===== config.mk =====
export PLATFORM = sky130hd
export DESIGN_NAME = accumulate_unit
export DESIGN_NICKNAME = d
export VERILOG_FILES = /design/src/rtl/accumulate_unit.sv
export SDC_FILE = /design/constraint.sdc
export NUM_CORES = 1
export LEC_CHECK = 0
export CORE_MARGIN = 8
export CORE_UTILIZATION = 50
export CTS_BUF_LIST = sky130_fd_sc_hd__clkbuf_16
export DETAILED_ROUTE_END_ITERATION = 10
export PLACE_DENSITY = 0.8
export SLEW_MARGIN = 20
export SYNTH_ARGS = -nofsm -noshare
export SYNTH_HDL_FRONTEND = slang
export SYNTH_SLANG_ARGS = --single-unit

===== constraint.sdc =====
create_clock -name clk_i -period 3.4 [get_ports clk_i]
set_input_delay 0.34 -clock clk_i [delete_from_list [all_inputs] [get_ports clk_i]]
set_output_delay 0.34 -clock clk_i [all_outputs]
set_load 0.02 [all_outputs]

===== src/rtl/accumulate_unit.sv =====
// ---------------------------------------------------------------------------
// accumulate_unit
//
// Sequential signed accumulator built around the simpleAdder combinational
// stage. A burst of len_i signed operands is accepted over a valid/ready
// stream, one operand per cycle. Each accepted operand is summed into a
// running total. Two's-complement overflow is recorded in a sticky flag. The
// total either wraps on overflow or clamps to the most positive or most
// negative value. The final total is offered on a valid/ready result port.
//
// Ports
//   clk_i             : clock; all state changes on its rising edge
//   rst_i             : synchronous active-high reset, highest priority
//   start_i           : begin a burst (looked at only while idle)
//   len_i             : operand count for the burst, captured with start_i
//   saturate_i        : 1 = clamp on overflow, 0 = wrap; captured with start_i
//   in_valid_i        : operand valid
//   in_data_i         : signed operand
//   in_ready_o        : operand accepted when in_valid_i & in_ready_o
//   out_valid_o       : result valid
//   out_ready_i       : result consumed when out_valid_o & out_ready_i
//   acc_out_o         : accumulator register (last result while idle)
//   overflow_sticky_o : an accepted beat of the current/last burst overflowed
//   busy_o            : high whenever the unit is not idle
//
// simpleAdder (also in this file)
//   x_i, y_i   : addends
//   sum_o      : wrapped sum
//   carry_o    : unsigned carry out
//   overflow_o : signed (two's-complement) overflow
// ---------------------------------------------------------------------------

module simpleAdder #(
  parameter int WIDTH = 32
) (
  input  logic [WIDTH-1:0] x_i,
  input  logic [WIDTH-1:0] y_i,
  output logic [WIDTH-1:0] sum_o,
  output logic             carry_o,
  output logic             overflow_o
);

  logic [WIDTH:0] fullSum;

  assign fullSum = {1'b0, x_i} + {1'b0, y_i};
  assign sum_o   = fullSum[WIDTH-1:0];
  assign carry_o = fullSum[WIDTH];

  // Signed overflow: both addends share a sign that the result does not.
  assign overflow_o = (x_i[WIDTH-1] == y_i[WIDTH-1]) &&
                      (sum_o[WIDTH-1] != x_i[WIDTH-1]);

endmodule

module accumulate_unit #(
  parameter int WIDTH   = 32,
  parameter int COUNT_W = 8
) (
  input  logic               clk_i,
  input  logic               rst_i,
  input  logic               start_i,
  input  logic [COUNT_W-1:0] len_i,
  input  logic               saturate_i,
  input  logic               in_valid_i,
  input  logic [WIDTH-1:0]   in_data_i,
  output logic               in_ready_o,
  output logic               out_valid_o,
  input  logic               out_ready_i,
  output logic [WIDTH-1:0]   acc_out_o,
  output logic               overflow_sticky_o,
  output logic               busy_o
);

  typedef enum logic [1:0] {
    IDLE  = 2'd0,
    ACCUM = 2'd1,
    DONE  = 2'd2
  } state_t;

  localparam logic [WIDTH-1:0]   MAX_POS = {1'b0, {(WIDTH-1){1'b1}}};
  localparam logic [WIDTH-1:0]   MAX_NEG = {1'b1, {(WIDTH-1){1'b0}}};
  localparam logic [COUNT_W-1:0] ONE     = COUNT_W'(1);

  state_t             state_q;
  logic [WIDTH-1:0]   acc_q;
  logic [WIDTH-1:0]   acc_d;
  logic [COUNT_W-1:0] remaining_q;
  logic               sticky_q;
  logic               saturate_q;
  logic               in_ready_q;
  logic               out_valid_q;
  logic               busy_q;

  logic [WIDTH-1:0]   adderSum;
  logic               adderOverflow;
  logic               adder_carry_unused;

  // The accumulator register feeds back into x; the incoming operand is y.
  simpleAdder #(.WIDTH(WIDTH)) u_adder (
    .x_i        (acc_q),
    .y_i        (in_data_i),
    .sum_o      (adderSum),
    .carry_o    (adder_carry_unused),
    .overflow_o (adderOverflow)
  );

  // Next accumulator value for an accepted beat. On overflow in clamp mode
  // the direction comes from the operand's sign: a signed overflow can only
  // occur when both addends share that sign.
  always_comb begin
    acc_d = adderSum;
    if (adderOverflow && saturate_q) begin
      acc_d = in_data_i[WIDTH-1] ? MAX_NEG : MAX_POS;
    end
  end

  // Control FSM and datapath registers. The handshake outputs and busy are
  // registered together with the state so they never depend combinationally
  // on in_valid_i or out_ready_i.
  always_ff @(posedge clk_i) begin
    if (rst_i) begin
      state_q     <= IDLE;
      acc_q       <= '0;
      remaining_q <= '0;
      sticky_q    <= 1'b0;
      saturate_q  <= 1'b0;
      in_ready_q  <= 1'b0;
      out_valid_q <= 1'b0;
      busy_q      <= 1'b0;
    end else begin
      case (state_q)
        IDLE: begin
          if (start_i) begin
            acc_q      <= '0;
            sticky_q   <= 1'b0;
            saturate_q <= saturate_i;
            busy_q     <= 1'b1;
            if (len_i != '0) begin
              remaining_q <= len_i;
              state_q     <= ACCUM;
              in_ready_q  <= 1'b1;
            end else begin
              state_q     <= DONE;
              out_valid_q <= 1'b1;
            end
          end
        end

        ACCUM: begin
          if (in_valid_i) begin
            acc_q       <= acc_d;
            remaining_q <= remaining_q - ONE;
            if (adderOverflow) begin
              sticky_q <= 1'b1;
            end
            if (remaining_q == ONE) begin
              state_q     <= DONE;
              in_ready_q  <= 1'b0;
              out_valid_q <= 1'b1;
            end
          end
        end

        DONE: begin
          if (out_ready_i) begin
            state_q     <= IDLE;
            out_valid_q <= 1'b0;
            busy_q      <= 1'b0;
          end
        end

        default: begin
          state_q     <= IDLE;
          in_ready_q  <= 1'b0;
          out_valid_q <= 1'b0;
          busy_q      <= 1'b0;
        end
      endcase
    end
  end

  assign in_ready_o        = in_ready_q;
  assign out_valid_o       = out_valid_q;
  assign busy_o            = busy_q;
  assign acc_out_o         = acc_q;
  assign overflow_sticky_o = sticky_q;

endmodule

# Word level (Yosys, flattened, before mapping)
# Index checks and enable logic that the tools add are counted.
# word_totals
register_bits,47
in_bits,46
word_cells,69
# op_classes
n_addsub,2
n_eq_ne,12
muxes,32
n_bitwise,2
reduce_logical,13
# ops
op,n
32-bit 2-to-1 mux,4
32-bit one-hot mux with 2 select lines,1
32-bit adder,1
8-bit 2-to-1 mux,3
8-bit one-hot mux with 2 select lines,1
2-bit inequality test (second input constant),7
1-bit 2-to-1 mux,13
4-bit AND reduction,3
2-bit 2-to-1 mux,5
5-bit AND reduction,2
1-bit one-hot mux with 3 select lines,3
8-bit by 1-bit equality test with 1-bit output (second input constant),1
8-bit nonzero test,1
8-bit by 1-bit subtractor with 8-bit output (second input constant),1
2-bit one-hot mux with 3 select lines,1
3-bit AND reduction,2
2-bit by 1-bit equality test with 1-bit output (second input constant),1
2-bit equality test (second input constant),1
1-bit logical AND,2
2-bit zero test,1
1-bit NOT,2
1-bit one-hot mux with 2 select lines,1
2-bit AND reduction,1
2-bit nonzero test,1
2 further kinds,2

# Longest topological paths before layout
# depth
ltp_word,7
ltp_mapped,12
ltp_nobuf,11

# Modules after synthesis
# From an unflattened synthesis, not the netlist that was laid out.
# hier_totals
hier_cells,484
hier_area_um2,3801.1
# modules_own_cells
mod,instances,cells_each,area_per_inst_um2,seq_area_each_um2
accumulate_unit,1,256,2159.6,940.9
simpleAdder,1,228,1641.6,0.0

# Least setup slack after synthesis
# No wires, ideal clock.
# synth_timing
path_type,register -> register
startpoint,reg acc_q[0] (netlist: acc_out_o[0])
endpoint,reg acc_q[24] (netlist: acc_out_o[24])
arrival_ps,2500
t_required_ps,3281
slack_ps,781
path_stages_with_launch,12
path_cell_list,dfxtp_1 ha_1 fa_1 a21o_1 a221oi_2 o31a_1 o211ai_1 o21ai_1 a21oi_1 or3_1 a21oi_1 o21ai_1
# synth_between
elab_chain_len,7
# synth_lines
item,line_no,source
from (decl),85,logic [WIDTH-1:0] acc_q;
from (signal assigned),123,acc_q <= '0;
from (signal assigned),134,acc_q <= '0;
from (signal assigned),151,acc_q <= acc_d;
32-bit adder (*),45,"assign fullSum = {1'b0, x_i} + {1'b0, y_i};"
1-bit inequality test,51,(sum_o[WIDTH-1] != x_i[WIDTH-1]);
1-bit logical AND,50,assign overflow_o = (x_i[WIDTH-1] == y_i[WIDTH-1]) &&
1-bit logical AND,112,if (adderOverflow && saturate_q) begin
32-bit 2-to-1 mux (*),112,
32-bit 2-to-1 mux (*),150,if (in_valid_i) begin
32-bit one-hot mux with 2 select lines (*),131,case (state_q)
# Mark *: on every way between the ends. The rest lies on a longest branch, timed or not. The select of a mux whose other input is x is not followed.
# A chain may end at the register's enable or synchronous reset.

# Worst setup path after layout
# layout_timing
startpoint,in in_data_i[0]
endpoint,reg acc_q[24] (netlist: acc_out_o[24])
# layout_between
elab_chain_len,7
# layout_lines
item,line_no,source
from (decl),65,"input logic [WIDTH-1:0] in_data_i,"
32-bit adder (*),45,
1-bit inequality test,51,
1-bit logical AND,50,
1-bit logical AND,112,
32-bit 2-to-1 mux (*),112,
32-bit 2-to-1 mux (*),150,
32-bit one-hot mux with 2 select lines (*),131,
# Marks and branches as above.

==> metrics.cfg <==
[clock_tree]
clock_latency_ps=290
cts_tree=done
cts_hold_buf=0
numCtsBuffers=5
cts_htree_levels=2
cts_setup_buffers=0
path_clk_slew_ps=70
ctsResizeCount=0
cts_buffer_depth=2
clockRootBuffer=clkbuf_16
clock_sinks=47

[flow_run]
cap_viol_max_count=0

[power_and_ir_drop]
p_sw_uw=508
p_seq_share_pct=39.0
switching_share_pct=32.2
ir_worst_vdd_uv=278
combPwrFrac_pct=29.7
power_density_nw_per_um2=337
p_int_uw=1070
power.leakage_uw=0.00196
p_clk_share_pct=31.4

[floorplanning]
die_width_um=101
rows=31
dieArea_um2=10200
start_util_pct=50.7
die_y_um=101
core_area_um2=7140
ios=82

[critical_path]
critPathMaxFanout=3
crit_path_start_kind=input port
critPathKind=input port to flop
critical_path_required_ps=3580
arrival_ps=3210
end_kind=flop

[grt]
grt_usage_pct=19.4
grt_pass1_wl_mm=16.6
grt_remaining_overflow=0
met3_usage_pct=3.66
grt_pass1_vias=3622
grt_util_met1_pct=24.5
grt_max_degree=29
top_usage_layer=met2
met2_usage_pct=32.9
grt_antenna_before_repair=0

[timing]
rsz0062_at_grt=false
clock_skew_ps=6.18
setup_viol=0
period_share_pct=89.3
relSlewSlack_pct=47.3
drv_slew=0
final-hold-violation-count=0
setup_tns_ps=0
period_minus_slack_ps=3040
fmax_ghz=0.329
worst_pin_slew_ps=788

[synth]
async_flop_share_pct=0
synth-seq-cells=47
synthCells=479
synth_ff_type=dfxtp_1
ys_types=59
synth_edf_count=0
synth_seq_area_share_pct=26.0
syn_avg_cell_area_um2=7.56
syn-num-nets=559
synth_warnings=0
syn_area_um2=3620

[layout]
register_area_um2=941
final_cell_mix=clkdlybuf4s50_1, nand2_1, nor2_1
nets=640
drive_gt1_share_pct=6.42
diodes=0
num-fill-cells=648
utilization_pct=65.6
syn_to_final_growth_pct=29.4
multi_input_area_um2=2560
layout_commonest_cell=clkdlybuf4s50_1

[place]
dp_hpwl_mm=7.59
gp_congestion=0.941
portBuffers=81

[routing]
num_vias=3740
firstDrtPassIters=5
vias_per_cell=5.67
routedWlPerCell_um=14.9
drt-total-wl_mm=9.83
drtAntennaViolNets=0
drc_errors=0
dr.first_iter.drc_count=147

[outcome]
status=complete, no violations

[hold_path]
hp-class=flop to flop

==> final cells by class <==
| cell class | instances | area share (%) |
|---|---|---|
| Clock buffer | 5 | 2.67 |
| Clock inverter | 3 | 0.427 |
| Inverter | 12 | 0.962 |
| Multi-Input combinational cell | 405 | 54.6 |
| Sequential cell | 47 | 20.1 |
| Tap cell | 99 | 2.64 |
| Timing Repair Buffer | 89 | 18.6 |
==> path summary, 6_finish.rpt <==
path / from / end / slack [ps] / cells past startpoint
setup / recovery: in_data_i[0] / acc_out_o[24] / 360 / 12
hold / removal: acc_out_o[23] / acc_out_o[23] / 470 / 2
setup reg to reg: acc_out_o[0] / acc_out_o[24] / 560 / 11
hold reg to reg: acc_out_o[23] / acc_out_o[23] / 470 / 2
==> cell usage after synthesis (3+ instances only) <==
library cell / n / share of area, %
a21o_1: 11 / 2.3
o21ai_0: 26 / 3.6
o21ai_1: 24 / 3.3
o211ai_1: 5 / 1.0
o21ai_2: 3 / 0.73
nor2_1: 54 / 5.6
ha_1: 33 / 11
a211oi_1: 5 / 1.0
clkbuf_1: 8 / 0.83
a221oi_1: 4 / 0.97
o21bai_1: 8 / 1.7
or3_1: 6 / 1.0
nand4_1: 4 / 0.69
nor3_1: 11 / 1.5
nand2_1: 76 / 7.9
dfxtp_1: 47 / 26
a22oi_1: 3 / 0.62
nor4_1: 3 / 0.52
inv_1: 12 / 1.2
a21oi_1: 40 / 5.5
xor2_1: 14 / 3.4
nand2b_1: 4 / 0.69
nand3_1: 11 / 1.5
xnor2_1: 13 / 3.1
a31oi_1: 6 / 1.0
and3_1: 3 / 0.52
==> per-stage QoR <==
stage | worst slack, ps | power, µW | instances | hold slack (ps) | area, µm²
floorplan | 781 | 925 | 479 | 470 | 3620
global route | 254 | 1660 | 660 | 483 | 4680
CTS | 368 | 1590 | 660 | 470 | 4680
global placement | 185 | 1080 | 652 | 455 | 4540
detailed placement | 95.2 | 1090 | 652 | 459 | 4540
finish | 362 | 1580 | 660 | 467 | 4680
==> layer usage <==
layer | vias up | part of all wire [%] | wire length (µm)
li1 | 1885 | - | -
met5 | - | 0 | 0
met3 | 12 | 5.2 | 508
met2 | 120 | 48 | 4700
met4 | 0 | 1.2 | 121
met1 | 1723 | 46 | 4500
==> flip-flops by register name (all words and copies together) (netlist names) <==
register and flops:
overflow_sticky_o 1, state_q 2, saturate_q 1, acc_out_o 32
in_ready_o 1, out_valid_o 1, remaining_q 8, busy_o 1
==> cell families after synthesis <==
logic type | after synthesis | share of synthesized area, %
XOR/XNOR | 27 | 6.53
multiplexers | 3 | 0.864
buffers and inverters | 27 | 3.42
AO/OA/AOI/OAI | 157 | 28.6
AND/OR/NAND/NOR | 184 | 22.6
flip-flops | 47 | 26.0
adder cells (fa/ha/maj) | 34 | 12.0
==> power by group through the flow <==
| stage | Sequential, µW | Clock (µW) | Combinational (µW) |
|---|---|---|---|
| floorplan | 640 | 0 | 285 |
| global placement | 625 | 0 | 454 |
| detailed placement | 626 | 0 | 463 |
| CTS | 614 | 506 | 467 |
| global route | 618 | 527 | 519 |
| finish | 614 | 495 | 468 |
==> worst max-delay path: stages <==
cell	delay (ps)
clkdlybuf4s50_1	430
ha_1	240
fa_1	400
a21o_1	200
a221oi_2	340
o31a_1	250
o211ai_1	200
o21ai_1	200
a21oi_1	90
or3_1	310
a21oi_1	150
o21ai_1	60
Power figures use the tool's default switching activity.
